<file path="src/rtl/mult16_engine.sv">
// Signed 16x16 multiply engine: streams NPAIRS operand pairs out of byte memory,
// multiplies each with a 16-step shift-add on magnitudes, and writes 32-bit products back.
module mult16_engine #(
    parameter int IN_BASE  = 0,
    parameter int OUT_BASE = 64,
    parameter int NPAIRS   = 16
) (
    input  logic       clk,
    input  logic       reset,
    input  logic       req,
    output logic       done,
    output logic [7:0] mem_addr,
    input  logic [7:0] mem_rdata,
    output logic [7:0] mem_wdata,
    output logic       mem_wen
);
    typedef enum logic [2:0] {
        S_IDLE,
        S_LOAD,
        S_MUL,
        S_STORE,
        S_DONE
    } state_t;

    localparam logic [7:0] IN_B      = 8'(IN_BASE);
    localparam logic [7:0] OUT_B     = 8'(OUT_BASE);
    localparam logic [7:0] LAST_PAIR = 8'(NPAIRS - 1);

    state_t      state_q, state_d;
    logic [3:0]  cnt_q, cnt_d;
    logic [7:0]  pair_q, pair_d;
    logic [15:0] a_q, a_d;
    logic [15:0] b_q, b_d;
    logic        neg_q, neg_d;
    logic [31:0] mcand_q, mcand_d;
    logic [16:0] mplier_q, mplier_d;
    logic [31:0] acc_q, acc_d;
    logic [31:0] prod_q, prod_d;
    logic        req_prev_q, req_prev_d;
    logic        done_q, done_d;

    logic        req_rise;
    logic [7:0]  pair_off;
    logic [15:0] b_full;
    logic [16:0] a_ext, b_ext, a_mag, b_mag;
    logic [31:0] acc_sum;

    assign req_rise = req & ~req_prev_q;
    assign pair_off = {pair_q[5:0], 2'b00};
    // The low byte of B arrives on the last LOAD cycle, so the magnitudes are formed from it directly.
    assign b_full   = {b_q[15:8], mem_rdata};
    assign a_ext    = {a_q[15], a_q};
    assign b_ext    = {b_full[15], b_full};
    assign a_mag    = a_q[15] ? (~a_ext + 17'd1) : a_ext;
    assign b_mag    = b_full[15] ? (~b_ext + 17'd1) : b_ext;
    assign acc_sum  = acc_q + (mplier_q[0] ? mcand_q : 32'd0);
    assign done     = done_q;

    always_comb begin
        state_d    = state_q;
        cnt_d      = cnt_q;
        pair_d     = pair_q;
        a_d        = a_q;
        b_d        = b_q;
        neg_d      = neg_q;
        mcand_d    = mcand_q;
        mplier_d   = mplier_q;
        acc_d      = acc_q;
        prod_d     = prod_q;
        done_d     = done_q;
        req_prev_d = req;
        mem_addr   = 8'd0;
        mem_wdata  = 8'd0;
        mem_wen    = 1'b0;

        case (state_q)
            S_IDLE, S_DONE: begin
                if (req_rise) begin
                    state_d = S_LOAD;
                    cnt_d   = 4'd0;
                    pair_d  = 8'd0;
                    done_d  = 1'b0;
                end
            end
            S_LOAD: begin
                mem_addr = IN_B + pair_off + {6'd0, cnt_q[1:0]};
                case (cnt_q[1:0])
                    2'd0:    a_d[15:8] = mem_rdata;
                    2'd1:    a_d[7:0]  = mem_rdata;
                    2'd2:    b_d[15:8] = mem_rdata;
                    default: b_d[7:0]  = mem_rdata;
                endcase
                cnt_d = cnt_q + 4'd1;
                if (cnt_q[1:0] == 2'd3) begin
                    state_d  = S_MUL;
                    cnt_d    = 4'd0;
                    neg_d    = a_q[15] ^ b_full[15];
                    mcand_d  = {15'd0, a_mag};
                    mplier_d = b_mag;
                    acc_d    = 32'd0;
                end
            end
            S_MUL: begin
                acc_d    = acc_sum;
                mcand_d  = mcand_q << 1;
                mplier_d = mplier_q >> 1;
                cnt_d    = cnt_q + 4'd1;
                if (cnt_q == 4'd15) begin
                    state_d = S_STORE;
                    cnt_d   = 4'd0;
                    prod_d  = (neg_q && acc_sum != 32'd0) ? (~acc_sum + 32'd1) : acc_sum;
                end
            end
            S_STORE: begin
                mem_wen  = 1'b1;
                mem_addr = OUT_B + pair_off + {6'd0, cnt_q[1:0]};
                case (cnt_q[1:0])
                    2'd0:    mem_wdata = prod_q[31:24];
                    2'd1:    mem_wdata = prod_q[23:16];
                    2'd2:    mem_wdata = prod_q[15:8];
                    default: mem_wdata = prod_q[7:0];
                endcase
                cnt_d = cnt_q + 4'd1;
                if (cnt_q[1:0] == 2'd3) begin
                    cnt_d = 4'd0;
                    if (pair_q == LAST_PAIR) begin
                        state_d = S_DONE;
                        done_d  = 1'b1;
                    end else begin
                        pair_d  = pair_q + 8'd1;
                        state_d = S_LOAD;
                    end
                end
            end
            default: state_d = S_IDLE;
        endcase
    end

    // Previous req resets high so a request already asserted at release cannot start a run.
    always_ff @(posedge clk) begin
        if (!reset) begin
            state_q    <= S_IDLE;
            cnt_q      <= 4'd0;
            pair_q     <= 8'd0;
            a_q        <= 16'd0;
            b_q        <= 16'd0;
            neg_q      <= 1'b0;
            mcand_q    <= 32'd0;
            mplier_q   <= 17'd0;
            acc_q      <= 32'd0;
            prod_q     <= 32'd0;
            req_prev_q <= 1'b1;
            done_q     <= 1'b0;
        end else begin
            state_q    <= state_d;
            cnt_q      <= cnt_d;
            pair_q     <= pair_d;
            a_q        <= a_d;
            b_q        <= b_d;
            neg_q      <= neg_d;
            mcand_q    <= mcand_d;
            mplier_q   <= mplier_d;
            acc_q      <= acc_d;
            prod_q     <= prod_d;
            req_prev_q <= req_prev_d;
            done_q     <= done_d;
        end
    end

endmodule

</file>
<file path="config.mk">
export PLATFORM = sky130hd
export DESIGN_NAME = mult16_engine
export DESIGN_NICKNAME = d
export VERILOG_FILES = /design/src/rtl/mult16_engine.sv
export SDC_FILE = /design/constraint.sdc
export NUM_CORES = 1
export LEC_CHECK = 0
export ABC_AREA = 1
export BUFFER_PORTS_ARGS = -buffer_cell sky130_fd_sc_hd__buf_2
export CAP_MARGIN = 40
export CELL_PAD_IN_SITES_DETAIL_PLACEMENT = 2
export CELL_PAD_IN_SITES_GLOBAL_PLACEMENT = 2
export CORE_ASPECT_RATIO = 2
export CORE_MARGIN = 1.5
export CORE_UTILIZATION = 31
export CTS_CLUSTER_DIAMETER = 50
export CTS_CLUSTER_SIZE = 12
export DETAILED_ROUTE_END_ITERATION = 10
export PLACE_DENSITY = 0.8
export RECOVER_POWER = 25
export SETUP_SLACK_MARGIN = 0.1
export SLEW_MARGIN = 40
export SYNTH_ARGS = -nofsm -noshare
export SYNTH_HDL_FRONTEND = slang
export SYNTH_SLANG_ARGS = --single-unit
</file>
<file path="constraint.sdc">
create_clock -name clk -period 3.68 [get_ports clk]
set_clock_uncertainty 0.05 [all_clocks]
set_input_delay 0.184 -clock clk [delete_from_list [all_inputs] [get_ports clk]]
set_output_delay 0.184 -clock clk [all_outputs]
set_load 0.01 [all_outputs]
</file>
# After elaboration in Yosys (flattened, before gate mapping)
# Index checks and enable logic that the tools add are counted.
[classes] addsub=9 eq_ne=15 mux=32 bitwise_logic=6 n_reduce_logical=19
[ops] cell="$mux W32" n=4
[ops] cell="$pmux W32 S2" n=2
[ops] cell="$mux W17" n=3
[ops] cell="$add A17 B1 Y17 const B" n=2
[ops] cell="$not A17 Y17" n=2
[ops] cell="$pmux W17 S2" n=1
[ops] cell="$add A32 B1 Y32 const B" n=1
[ops] cell="$add A32 B32 Y32" n=1
[ops] cell="$mux W8" n=4
[ops] cell="$not A32 Y32" n=1
[ops] cell="$pmux W8 S2" n=2
[ops] cell="$reduce_bool A32 Y1" n=1
[ops] cell="$pmux W8 S3" n=1
[ops] cell="$add A8 B2 Y8" n=2
[ops] cell="$mux W3" n=5
[ops] cell="$reduce_and A2 Y1" n=7
[ops] cell="$mux W4" n=3
[ops] cell="$ne A2 B2 Y1 const B" n=6
[ops] cell="$pmux W3 S4" n=1
[ops] cell="$pmux W4 S3" n=1
[ops] cell="$reduce_and A4 Y1" n=3
[ops] cell="$add A7 B8 Y8 const A" n=1
[ops] cell="$add A8 B1 Y8 const B" n=1
[ops] cell="$eq A8 B4 Y1 const B" n=1
[ops] cell="18 further kinds" n=25
[word_totals] ff_bits=155 inputBits=11 output_inout_bits=18 wordCells=94

# Longest topological paths before layout
# Gate-level depths: netlist (run 1).
[depth] ltp_word=5 mapped_depth=27 depth_no_buf=24

# Worst setup path before layout (run 1)
# Ideal clock, no wire load.
[synth_timing] path_type="register to register" startpoint="register mplier_q[0]" endpoint="register prod_q[1]" setup_ns=0.132 arrival_time_ns=3.316 path_slack_ns=0.182 path_stages_with_launch=25 path_buffers=3 path_cell_list="dfxtp_1 > clkbuf_1 > clkbuf_1 > nand2_1 > inv_1 > ha_1 > fa_1 > inv_1 > ha_1 > inv_1 > nor2_2 > nand3_1 > nor2_1 > nand2_1 > nor2_2 > nand3_2 > nor2_4 > nand2_2 > nor2_4 > nand2_4 > nand2_8 > buf_12 > nand2_1 > nand3_1 > a21oi_1"
[synth_between] elab_chain_len=5
[synth_rtl] item="start, declared" line="36" rtl="logic [16:0] mplier_q, mplier_d;"
[synth_rtl] item="start signal, assigned" line="162" rtl="mplier_q <= mplier_d;"
[synth_rtl] item="$mux W32 (*)" line="56" rtl="assign acc_sum = acc_q + (mplier_q[0] ? mcand_q : 32'd0);"
[synth_rtl] item="$add A32 B32 Y32 (*)" line="56"
[synth_rtl] item="$not A32 Y32 or $reduce_bool A32 Y1 (tied branches)" line="111" rtl="prod_d = (neg_q && acc_sum != 32'd0) ? (~acc_sum + 32'd1) : acc_sum;"
[synth_rtl] item="$add A32 B1 Y32 or $logic_and A1 B1 Y1 (tied branches)" line="111"
[synth_rtl] item="$mux W32 (*)" line="111"
[synth_rtl] item="end signal, assigned" line="164" rtl="prod_q <= prod_d;"
[synth_rtl] item="end, declared" line="38" rtl="logic [31:0] prod_q, prod_d;"
# Every way passes the cells marked *; elsewhere a longest branch is shown, timed or not.
# A chain may end at the register's enable or synchronous reset.

# Final worst setup path (run 1)
[layout_timing] startpoint="register mplier_q[0]" endpoint="register prod_q[2]"
# The elaborated chain is that of the path after synthesis.

==> results.tsv, run 1 <==
metric	value	unit
Post-synth EDFFs	0	
Pre-antenna DRT Iters	5	
total grt overflow	0	
Net Sw Frac	0.396	
average cell area after synthesis	5.84	um2
CTS tree	built	
antenna diode count	0	
Hold Path Class	in2reg	
Die H	271	um
post-DP HPWL	39200	um
Sink Count	155	
leading cell types in the layout, fill and taps excluded	nand2_1 (636), inv_1 (279), dfxtp_1 (154)	
Worst Reg-to-Reg Cells	24	
worst rel slew slack	0.328	
Power Internal	2910	uW
crit path max fanout	27	
fin. max-slew vios	0	
sequential fraction of the synthesis area	0.278	
Worst Tran Pin Value	1.01	ns
CP max stage cell	dfxtp_4	
cell depth of the worst setup path	24	
Mapped Area	0.0112	mm2
Final min period	3.50	ns
Reg power frac	0.387	
Max Freq	0.286	GHz
Std-Cell Core Area	0.0357	mm2
pwr dens	364	mW/mm2
Placer Congestion	0.905	
delay-heaviest family, CP	simple AND/OR/NAND/NOR gates	
first-pass GRT wire length	77500	um
Worst Path Required	3.99	ns
post-place setup slack	0.0429	ns
Worst setup EP type	register	
Seq cells post-synth	155	
vias in the first global route	14400	
die footprint	0.0372	mm2
WS Path Type	reg2reg	
Tcrit/Tclk final	0.950	
layout cells sized above 1	0.142	
most used flip-flop cell after synthesis	dfxtp_1	
Post-synth ARST share	0	
initial core utilization	0.313	
total track usage	0.277	
antenna viol nets, final	0	
setup violators final	0	
crit path DAT	3.81	ns
worst hold slack	0.0549	ns
largest net degree at the start of global routing	94	
clk slew on worst S/H paths	0.07	ns
worst flop-to-flop path startpoint	mplier_q[0]$_SDFFE_PN0P_	
initial antenna violation count	1	
Peak VDD IR	0.335	mV
clock latency on the worst-skew pair	0.49	ns
Worst setup startpoint	mplier_q[0]$_SDFFE_PN0P_	
commonest non-fill, non-tap cell in the layout	nand2_1	
Syn Inst Count	1911	
number of buffers created by CTS	17	
Die Width	137	um
Total Neg Setup Slack	0	ns
crit path cell chain	buf_12 -> nand2_1 -> inv_1 -> ha_2 -> nand2_1 -> nand2_1 -> inv_1 -> nand2_1 -> nand2_1 -> nand2_1 -> nand2_1 -> nand2_2 -> inv_1 -> nor2_4 -> nand3_2 -> nor2_4 -> nand3_2 -> nor2_2 -> nor2_4 -> buf_12 -> o21ai_0 -> nand3_1 -> nand2_1 -> inv_1	
syn nets	1965	
wire length per cell	21.0	um
vias	13000	
Filler cells	4454	
Leak	0.00633	uW
Final WS setup	0.183	ns
Max Buffers Root-to-Sink	2	
Net Sw Power	1910	uW
Max stage delay on crit path	0.37	ns
Starting DRT DRC Count	482	
most frequent CP cell	nand2_1	
total power	4820	uW
share of power burned in combinational logic	0.234	
crit path launch type	register	
MaxCap Viol Count	0	
NumNets Final	2039	
clk root buf	clkbuf_16	
YS warnings	0	
Synth cell types	44	
row cnt	98	
DRC viols	0	
wirelength, routed	51400	um
Max H-tree Level	4	
Via density	5.31	
clock share of power	0.379	
io pins	29	
unrepaired setup endpoints after global routing	true	
Worst Path Buf+Inv	6	
status	complete, no violations	
Final Hold Fails	0	
Placed Instances	2409	
area grow syn2layout	18.6	%
reg-to-reg slack, setup	0.18	ns
Finished Layout Cells	2448	
R2R Path End	prod_q[2]$_SDFFE_PN0P_	
IO buf count	28	
crit path capture	prod_q[2]$_SDFFE_PN0P_	
[kinds of logic (layout without fill, tap and decap cells)]
group                    count (synthesis)  in the layout  share of synthesized area
AND/OR/NAND/NOR                       1093           1093                      0.413
buffers and inverters                  347            434                      0.120
AO/OA/AOI/OAI                          247            247                      0.120
flip-flops                             155            155                      0.278
adder cells (fa/ha/maj)                 43             43                     0.0489
XOR/XNOR                                26             26                     0.0204
[sequential cells by signal, summed over array words and instances (netlist names)]
| signal | flops |
|---|---|
| mcand_q | 32 |
| acc_q | 32 |
| mplier_q | 17 |
| done | 1 |
| a_q | 16 |
| req_prev_q | 1 |
| state_q | 3 |
| prod_q | 32 |
| pair_q | 8 |
| cnt_q | 4 |
| b_q | 8 |
| neg_q | 1 |
[worst min-delay path by stage]
stage	depth (start not counted)	from	end	slack (ns)
4_1_cts	3	mem_rdata[4]	a_q[12]$_SDFFE_PN0P_	0.05
2_1_floorplan	2	req	req_prev_q$_SDFF_PN1_	0.23
3_3_place_gp	3	req	req_prev_q$_SDFF_PN1_	0.34
3_5_place_dp	3	req	req_prev_q$_SDFF_PN1_	0.35
5_1_grt	3	mem_rdata[7]	a_q[7]$_SDFFE_PN0P_	0.06
6_report	3	mem_rdata[4]	a_q[12]$_SDFFE_PN0P_	0.05
[power by group through the flow]
| stage | Combinational, uW | Clock [uW] | Sequential [uW] |
|---|---|---|---|
| detailed placement | 1140 | 0 | 1900 |
| global route | 1250 | 1920 | 1880 |
| global placement | 1100 | 0 | 1890 |
| finish | 1130 | 1820 | 1860 |
| CTS | 1160 | 1870 | 1860 |
| floorplan | 760 | 0 | 1850 |
[worst register-to-register path: stages, from the launching register on]
cell and delay, ns:
dfxtp_4 0.37, buf_12 0.15, nand2_1 0.07, inv_1 0.05, ha_2 0.38, nand2_1 0.07
nand2_1 0.08, inv_1 0.06, nand2_1 0.14, nand2_1 0.10, nand2_1 0.16, nand2_1 0.09
nand2_2 0.15, inv_1 0.14, nor2_4 0.20, nand3_2 0.12, nor2_4 0.14, nand3_2 0.11
nor2_2 0.13, nor2_4 0.05, buf_12 0.16, o21ai_0 0.16, nand3_1 0.12, nand2_1 0.10
inv_1 0.06
[Yosys cell counts, drive strengths merged (25+ instances only)]
cell type / n / area [um2]
nand2: 688 / 2670
a31oi: 29 / 181
nor2: 198 / 811
a21oi: 128 / 641
inv: 283 / 1060
o21ai: 68 / 340
dfxtp: 155 / 3100
nand3: 139 / 726
clkbuf: 52 / 195
ha: 42 / 526
nor3: 25 / 135
[what timing repair did]
action / 4_1_cts / 5_1_grt
buffers inserted: 1 / 5
resized for setup: 12 / 97
pin swaps: 0 / 5
hold endpoints to repair: 1 / 0
setup endpoints to repair: 22 / 30
hold buffers: 1 / 0
[final cells by class]
type                            count  area [um2]  area share
Multi-Input combinational cell   1409        7080       0.535
Sequential cell                   155        3110       0.235
Inverter                          286        1080      0.0814
Timing Repair Buffer              116         831      0.0627
Tap cell                          450         563      0.0425
Clock buffer                       17         425      0.0321
Clock inverter                     15         159      0.0120
[layer usage]
metal	vias up	global-route usage	share of wire
met4	0	0.205	0.092
met2	254	0.558	0.57
met5	-	0	0
li1	6143	-	-
met1	6435	0.237	0.32
met3	178	0.0316	0.019
[stage by stage]
stage,area (um2),util
after floorplan,11200,-
after global placement,12300,0.344
after detailed placement,12300,0.344
after CTS,12900,0.362
after global routing,13200,0.371
final,13200,0.371
Note: power is estimated with default switching activity, not from simulation.
==> inputs of run 2 (changes only) <==
--- a/config.mk
+++ b/config.mk
@@ -12,11 +12,12 @@
 export CELL_PAD_IN_SITES_GLOBAL_PLACEMENT = 2
 export CORE_ASPECT_RATIO = 2
 export CORE_MARGIN = 1.5
-export CORE_UTILIZATION = 31
+export CORE_UTILIZATION = 32
+export CTS_BUF_LIST = sky130_fd_sc_hd__clkbuf_4
 export CTS_CLUSTER_DIAMETER = 50
 export CTS_CLUSTER_SIZE = 12
 export DETAILED_ROUTE_END_ITERATION = 10
-export PLACE_DENSITY = 0.8
+export PLACE_DENSITY = 0.82
 export RECOVER_POWER = 25
 export SETUP_SLACK_MARGIN = 0.1
 export SLEW_MARGIN = 40
==> run 2 against run 1 <==
Compared with the run above: routed wire length increased by 0.91%; core utilization increased by 1.1 points; combinational power about the same; critical endpoint is now prod_q[15]$_SDFFE_PN0P_; highest routed layer unchanged.
==> results.tsv, run 2 (synthesis results as in run 1) <==
metric	value	unit	change
status	complete, no violations		
DRC viols	0		unchanged
Hold Path Class	in2reg		
first-pass GRT wire length	76000	um	-1.9%
Max Buffers Root-to-Sink	2		unchanged
io pins	29		unchanged
FF+latch area	0.00311	mm2	unchanged
GRT Max-Usage Layer	met2		
Peak VDD IR	0.238	mV	-29%
MaxCap Viol Count	0		unchanged
Worst Reg-to-Reg Cells	23		-4.2%
reg-to-reg slack, setup	0.15	ns	-0.04 ns
total track usage	0.278		+0.00133
crit path DAT	4.11	ns	+0.30 ns
Max H-tree Level	4		unchanged
post-DP HPWL	39100	um	-0.22%
Worst Path Buf+Inv	3		-3
Final Hold Fails	0		unchanged
CP max stage cell	dfxtp_4		
Final min period	3.53	ns	+0.0378 ns
Worst Tran Pin Value	1.00	ns	-0.00462 ns
Max stage delay on crit path	0.43	ns	+0.06 ns
cell depth of the worst setup path	23		-4.2%
clk slew on worst S/H paths	0.18	ns	+0.11 ns
Via density	5.37		+0.96%
number of buffers created by CTS	17		unchanged
IO buf count	28		unchanged
Filler cells	4376		-1.8%
Die H	267	um	-1.6%
wire length per cell	21.3	um	+1.3%
delay-heaviest family, CP	simple AND/OR/NAND/NOR gates		
Max Freq	0.283	GHz	-1.1%
R2R Path End	prod_q[15]$_SDFFE_PN0P_		
leading cell types in the layout, fill and taps excluded	nand2_1 (630), inv_1 (278), dfxtp_1 (154)		
clk root buf	clkbuf_4		
Final Cell Area	0.0131	mm2	-0.76%
worst rel slew slack	0.331		+0.00309
unrepaired setup endpoints after global routing	true		
layout cells sized above 1	0.142		+0.000355
most frequent CP cell	nand2_1		
vias in the first global route	14400		-0.15%
GR Util met1	0.228		-0.00825
crit path max fanout	15		-44%
vias	13100		+0.55%
Worst setup EP type	register		
footprint of the multi-input gates	0.00726	mm2	+2.5%
DP Area	0.0122	mm2	-1.1%
grt met3 use	0.0318		+0.000241
row cnt	96		-2.0%
Std-Cell Core Area	0.0344	mm2	-3.7%
Starting DRT DRC Count	340		-29%
WS Path Type	reg2reg		
Sink Count	155		unchanged
Placer Congestion	0.920		+1.7%
area grow syn2layout	17.7	%	
Final Util	0.383		+0.0114
crit path launch type	register		
clock latency on the worst-skew pair	0.70	ns	+0.21 ns
crit path capture	prod_q[15]$_SDFFE_PN0P_		
Worst setup startpoint	mplier_q[0]$_SDFFE_PN0P_		
CTS tree	built		
die footprint	0.0361	mm2	-3.1%
wirelength, routed	51900	um	+0.91%
Pre-antenna DRT Iters	5		unchanged
fin. max-slew vios	0		unchanged
setup violators final	0		unchanged
total grt overflow	0		unchanged
Die Width	135	um	-1.5%
pwr dens	324	mW/mm2	-11%
initial antenna violation count	2		+1
Tcrit/Tclk final	0.961		+0.0103
largest net degree at the start of global routing	80		-15%
worst hold slack	0.0134	ns	-0.0415 ns
post-place setup slack	0.0224	ns	-0.0205 ns
Worst Path Required	4.25	ns	+0.26 ns
NumNets Final	2034		-0.25%
Final WS setup	0.145	ns	-0.0378 ns
biggest regs	acc_q x32, mcand_q x32, prod_q x32		
Leak	0.00619	uW	-2.3%
crit path cell chain	clkbuf_16 -> nand2_1 -> inv_1 -> ha_2 -> nand2_1 -> inv_1 -> nand2_1 -> nand2_1 -> nand2_1 -> nand2_1 -> a21oi_2 -> nand2_1 -> nand2_1 -> nand2_1 -> nor2_2 -> nand2_1 -> nor2_4 -> nand2_4 -> nand2_8 -> nand2_1 -> nand2_1 -> nand2_1 -> a21oi_1		
commonest non-fill, non-tap cell in the layout	nand2_1		
met2 Use GR	0.564		+0.00673
antenna viol nets, final	0		unchanged
initial core utilization	0.325		+0.0121
worst flop-to-flop path startpoint	mplier_q[0]$_SDFFE_PN0P_		
## run 2: changes by cell type in the layout (fill, tap and decap cells not counted), sizes merged, moves of 2 or more
cell	delta
diode	+4
clkinvlp	-2
dlygate4sd3	+9
inv	+2
buf	-15
## run 2: how the worst min path moves through the flow
stage | startpoint | to | slack [ns] | cells past startpoint
after global placement | req | req_prev_q$_SDFF_PN1_ | 0.33 | 3
after global routing | reset | prod_q[28]$_SDFFE_PN0P_ | 0.04 | 3
after CTS | reset | b_q[9]$_SDFFE_PN0P_ | 0.005 | 3
after floorplan | req | req_prev_q$_SDFF_PN1_ | 0.23 | 2
after detailed placement | req | req_prev_q$_SDFF_PN1_ | 0.35 | 3
final | reset | b_q[12]$_SDFFE_PN0P_ | 0.01 | 3
## run 2: area by class of cell
| class | instances | share of cell area |
|---|---|---|
| clock inverters | 15 | 0.0148 |
| flip-flops and latches | 155 | 0.236 |
| clock buffers | 17 | 0.00971 |
| repair buffers | 110 | 0.0624 |
| inverters | 286 | 0.0819 |
| diodes | 4 | 0.000761 |
| well taps | 441 | 0.0420 |
| multi-input cells | 1410 | 0.552 |
## run 2: metrics by stage
step                      total power (uW)  std cells  TNS [ns]
final                                 4260       2438         0
after global routing                  4480       2437    -0.526
after CTS                             4320       2426         0
after detailed placement              3060       2384         0
after global placement                3000       2384         0
after floorplan                       2610       1911         0
## run 2: repair_timing
action / in CTS / in global routing
setup endpoints to repair: 15 / 30
gates cloned: 0 / 2
gates resized for setup: 7 / 128
pin swaps: 0 / 12
setup buffers: 0 / 6
hold buffers: 10 / 0
hold endpoints to repair: 31 / 0
## run 2: worst min-delay path, delay by kind of cell
kind,cells,cell delay (ns)
AO/OA/AOI/OAI,2,0.22
buffers and inverters,1,0.32
## run 2: metal layers
metal	vias up	wire length, um
met2	282	29100
met1	6423	16500
met5	-	0
met3	219	1240
met4	0	5080
li1	6157	-
## run 2: power by group
part / total, uW / leakage, uW / internal (uW) / switching, uW
logic: 1140 / 0.00477 / 261 / 882
registers: 1860 / 0.00125 / 1760 / 103
clock network: 1250 / 0.000168 / 389 / 860
==> inputs of run 3 (changes only) <==
--- a/config.mk
+++ b/config.mk
@@ -5,19 +5,18 @@
 export SDC_FILE = /design/constraint.sdc
 export NUM_CORES = 1
 export LEC_CHECK = 0
-export ABC_AREA = 1
 export BUFFER_PORTS_ARGS = -buffer_cell sky130_fd_sc_hd__buf_2
 export CAP_MARGIN = 40
 export CELL_PAD_IN_SITES_DETAIL_PLACEMENT = 2
 export CELL_PAD_IN_SITES_GLOBAL_PLACEMENT = 2
 export CORE_ASPECT_RATIO = 2
 export CORE_MARGIN = 1.5
-export CORE_UTILIZATION = 32
+export CORE_UTILIZATION = 35
 export CTS_BUF_LIST = sky130_fd_sc_hd__clkbuf_4
 export CTS_CLUSTER_DIAMETER = 50
 export CTS_CLUSTER_SIZE = 12
 export DETAILED_ROUTE_END_ITERATION = 10
-export PLACE_DENSITY = 0.82
+export PLACE_DENSITY = 0.81
 export RECOVER_POWER = 25
 export SETUP_SLACK_MARGIN = 0.1
 export SLEW_MARGIN = 40
==> run 3 against run 2 <==
Compared with the run above: the run now ends with hold timing, capacitance limit, slew limit, setup timing left; global-route usage rose by 9.3 points; first-iteration DRC count rose to 3.0 times the previous value; final area fell by 0.45%; routed wire length increased by 23%; critical path depth decreased by 4; combinational power shrank 78%; flip-flop and latch count unchanged; sequential share of layout area is 0.11 points higher.
==> results.tsv, run 3 <==
metric	value	unit	change
NumNets Final	1537		-24%
commonest non-fill, non-tap cell in the layout	buf_4		
fin. max-slew vios	30		+30
Hold Path Class	in2reg		
Final WS setup	-1.32	ns	-1.46 ns
number of buffers created by CTS	17		unchanged
CTS tree	built		
ranking of synthesized cells by area	dfxtp_1 (32%), a21oi_1 (7.5%), nand2_1 (7.3%)		
R2R Path End	prod_q[13]$_SDFFE_PN0P_		
Die Width	120	um	-11%
Max Buffers Root-to-Sink	2		unchanged
setup violators final	34		+34
Commonest cells post-synth	nand2_1 (186), dfxtp_1 (155), a21oi_1 (144), nor2_1 (111), clkbuf_1 (78)		
Tcrit/Tclk final	1.36		+0.398
Mapped Area	0.00961	mm2	-14%
hold worst-path end	prod_q[30]$_SDFFE_PN0P_		
layout cells sized above 1	0.300		+0.158
WS Path Type	reg2reg		
crit path cell chain	buf_6 -> buf_4 -> buf_4 -> and2_1 -> ha_1 -> buf_4 -> a21oi_1 -> o21ai_0 -> a22oi_1 -> o221ai_1 -> nor2_1 -> xor2_1 -> nand4_1 -> buf_4 -> o41ai_4 -> buf_6 -> buf_6 -> o21ai_2 -> a31oi_1		
Syn Inst Count	1270		-34%
average cell area after synthesis	7.57	um2	+30%
YS warnings	0		unchanged
pwr dens	236	mW/mm2	-27%
status	finished, violations left		
Peak VDD IR	0.190	mV	-20%
post-DP HPWL	33700	um	-14%
most used flip-flop cell after synthesis	dfxtp_1		
crit path DAT	5.56	ns	+1.45 ns
Sink Count	155		unchanged
vias	12200		-6.6%
worst hold path depth	3		unchanged
Via density	6.62		+23%
Worst Path Required	4.24	ns	about the same
Total Neg Setup Slack	-26.85	ns	-26.85 ns
clk slew on worst S/H paths	0.18	ns	about the same
Worst Tran Pin Value	1.52	ns	+0.522 ns
most frequent CP cell	buf_4		
first-pass GRT wire length	79500	um	+4.6%
sequential fraction of the synthesis area	0.323		+0.0449
Worst Reg-to-Reg Cells	19		-17%
Synth area leader	dfxtp_1		
reg-to-reg slack, setup	-1.32	ns	-1.46 ns
crit path launch type	register		
Post-synth EDFFs	0		unchanged
hold_sp	reset		
Leak	0.00506	uW	-18%
clock latency on the worst-skew pair	0.74	ns	+0.04 ns
worst flop-to-flop path startpoint	mplier_q[0]$_SDFFE_PN0P_		
CP max stage cell	o41ai_4		
clk root buf	clkbuf_4		
total track usage	0.371		+0.0935
Final Hold Fails	1		+1
unrepaired setup endpoints after global routing	true		
row cnt	85		-11%
IO buf count	28		unchanged
antenna viol nets, final	0		unchanged
io pins	29		unchanged
Max H-tree Level	4		unchanged
worst hold slack	-0.0104	ns	-0.0238 ns
DRC viols	0		unchanged
area fraction of the dominant cell type after synthesis	0.323		+0.0449
Max Freq	0.200	GHz	-29%
Max stage delay on crit path	0.53	ns	+0.10 ns
Final Cell Area	0.0131	mm2	-0.45%
total grt overflow	0		unchanged
area grow syn2layout	36.1	%	
wirelength, routed	63700	um	+23%
failing checks	hold timing, capacitance limit, slew limit, setup timing		
initial antenna violation count	3		+1
Die H	237	um	-11%
Starting DRT DRC Count	1014		+200%
initial core utilization	0.356		+0.0308
count leader, synth	nand2_1		
syn nets	1324		-33%
vias in the first global route	13200		-8.1%
MaxCap Viol Count	1		+1
Seq cells post-synth	155		unchanged
Post-synth ARST share	0		unchanged
crit path max fanout	12		-3
largest net degree at the start of global routing	75		-6.3%
wire length per cell	34.5	um	+62%
Placer Congestion	0.927		+0.72%
Worst setup EP type	register		
Synth cell types	74		+68%
DP Area	0.0116	mm2	-4.4%
leading cell types in the layout, fill and taps excluded	buf_4 (224), nand2_1 (181), dfxtp_1 (154)		
die footprint	0.0285	mm2	-21%
Final min period	5.00	ns	+1.46 ns
worst rel slew slack	-0.0163		-0.347
Std-Cell Core Area	0.0270	mm2	-21%
biggest regs	acc_q x32, mcand_q x32, prod_q x32		
Pre-antenna DRT Iters	6		+1
==> run 3: critical path: cells and delay by family, from the launching register on <==
kind            cells  cell delay, ns
simple gates        3            0.46
fa+ha+maj           1            0.39
flops               1            0.41
xor+xnor            1            0.25
compound gates      7            2.02
buf+inv             7            1.24
==> run 3: report_power, final <==
part / switching, uW / internal [uW] / leakage [uW]
clock: 764 / 352 / 0.000137
combinational: 183 / 66.2 / 0.00367
sequential: 30.4 / 1700 / 0.00125
==> run 3: cell families (layout without fill, tap and decap cells) <==
kind of cell,count (synthesis),in the layout,synth area share
mux,7,7,0.00742
buf+inv,116,341,0.0478
simple gates,499,499,0.244
flops,155,155,0.323
compound gates,373,373,0.251
fa+ha+maj,43,43,0.0567
xor+xnor,77,77,0.0702
other cells,0,2,0
==> run 3: layer usage <==
metal / share of wire / track usage / routed length, um / vias to the layer above
met2: 0.50 / 0.703 / 31700 / 739
met4: 0.12 / 0.318 / 7690 / 2
met5: 0.00024 / 0 / 15 / -
met1: 0.31 / 0.332 / 19700 / 6054
li1: - / - / - / 4956
met3: 0.072 / 0.0607 / 4590 / 464
==> run 3: layout make-up <==
| class | count | area (um2) |
|---|---|---|
| Clock buffer | 20 | 150 |
| Tap cell | 348 | 435 |
| Fill cell | 3009 | 13900 |
| Antenna cell | 2 | 5.00 |
| Timing Repair Buffer | 286 | 2230 |
| Multi-Input combinational cell | 999 | 6960 |
| Clock inverter | 11 | 98.8 |
| Sequential cell | 155 | 3110 |
| Inverter | 24 | 95.1 |
==> run 3: per-stage QoR <==
step | util | setup WS (ns) | total power (uW) | cells
final | 0.484 | -1.32 | 3090 | 1845
after CTS | 0.459 | -0.567 | 3000 | 1830
after global routing | 0.484 | -1.43 | 3160 | 1845
after global placement | 0.428 | -0.696 | 1960 | 1769
after floorplan | - | -0.577 | 1880 | 1270
after detailed placement | 0.430 | -0.943 | 1970 | 1771
==> run 3: timing repair <==
action / in CTS / in global routing
hold buffers: 10 / 0
pin swaps: 32 / 56
endpoints found under the setup margin: 30 / 33
gates cloned: 1 / 0
hold endpoints to repair: 30 / 0
buffers inserted: 17 / 14
gates resized for setup: 65 / 112
==> run 3: worst max-delay path by stage <==
stage,startpoint,endpoint,depth (start not counted)
6_report,mplier_q[0]$_SDFFE_PN0P_,prod_q[13]$_SDFFE_PN0P_,19
2_1_floorplan,mplier_q[0]$_SDFFE_PN0P_,prod_q[25]$_SDFFE_PN0P_,16
3_5_place_dp,mplier_q[0]$_SDFFE_PN0P_,prod_q[4]$_SDFFE_PN0P_,15
4_1_cts,mplier_q[0]$_SDFFE_PN0P_,prod_q[25]$_SDFFE_PN0P_,15
5_1_grt,mplier_q[0]$_SDFFE_PN0P_,prod_q[13]$_SDFFE_PN0P_,18
3_3_place_gp,mplier_q[0]$_SDFFE_PN0P_,prod_q[4]$_SDFFE_PN0P_,13
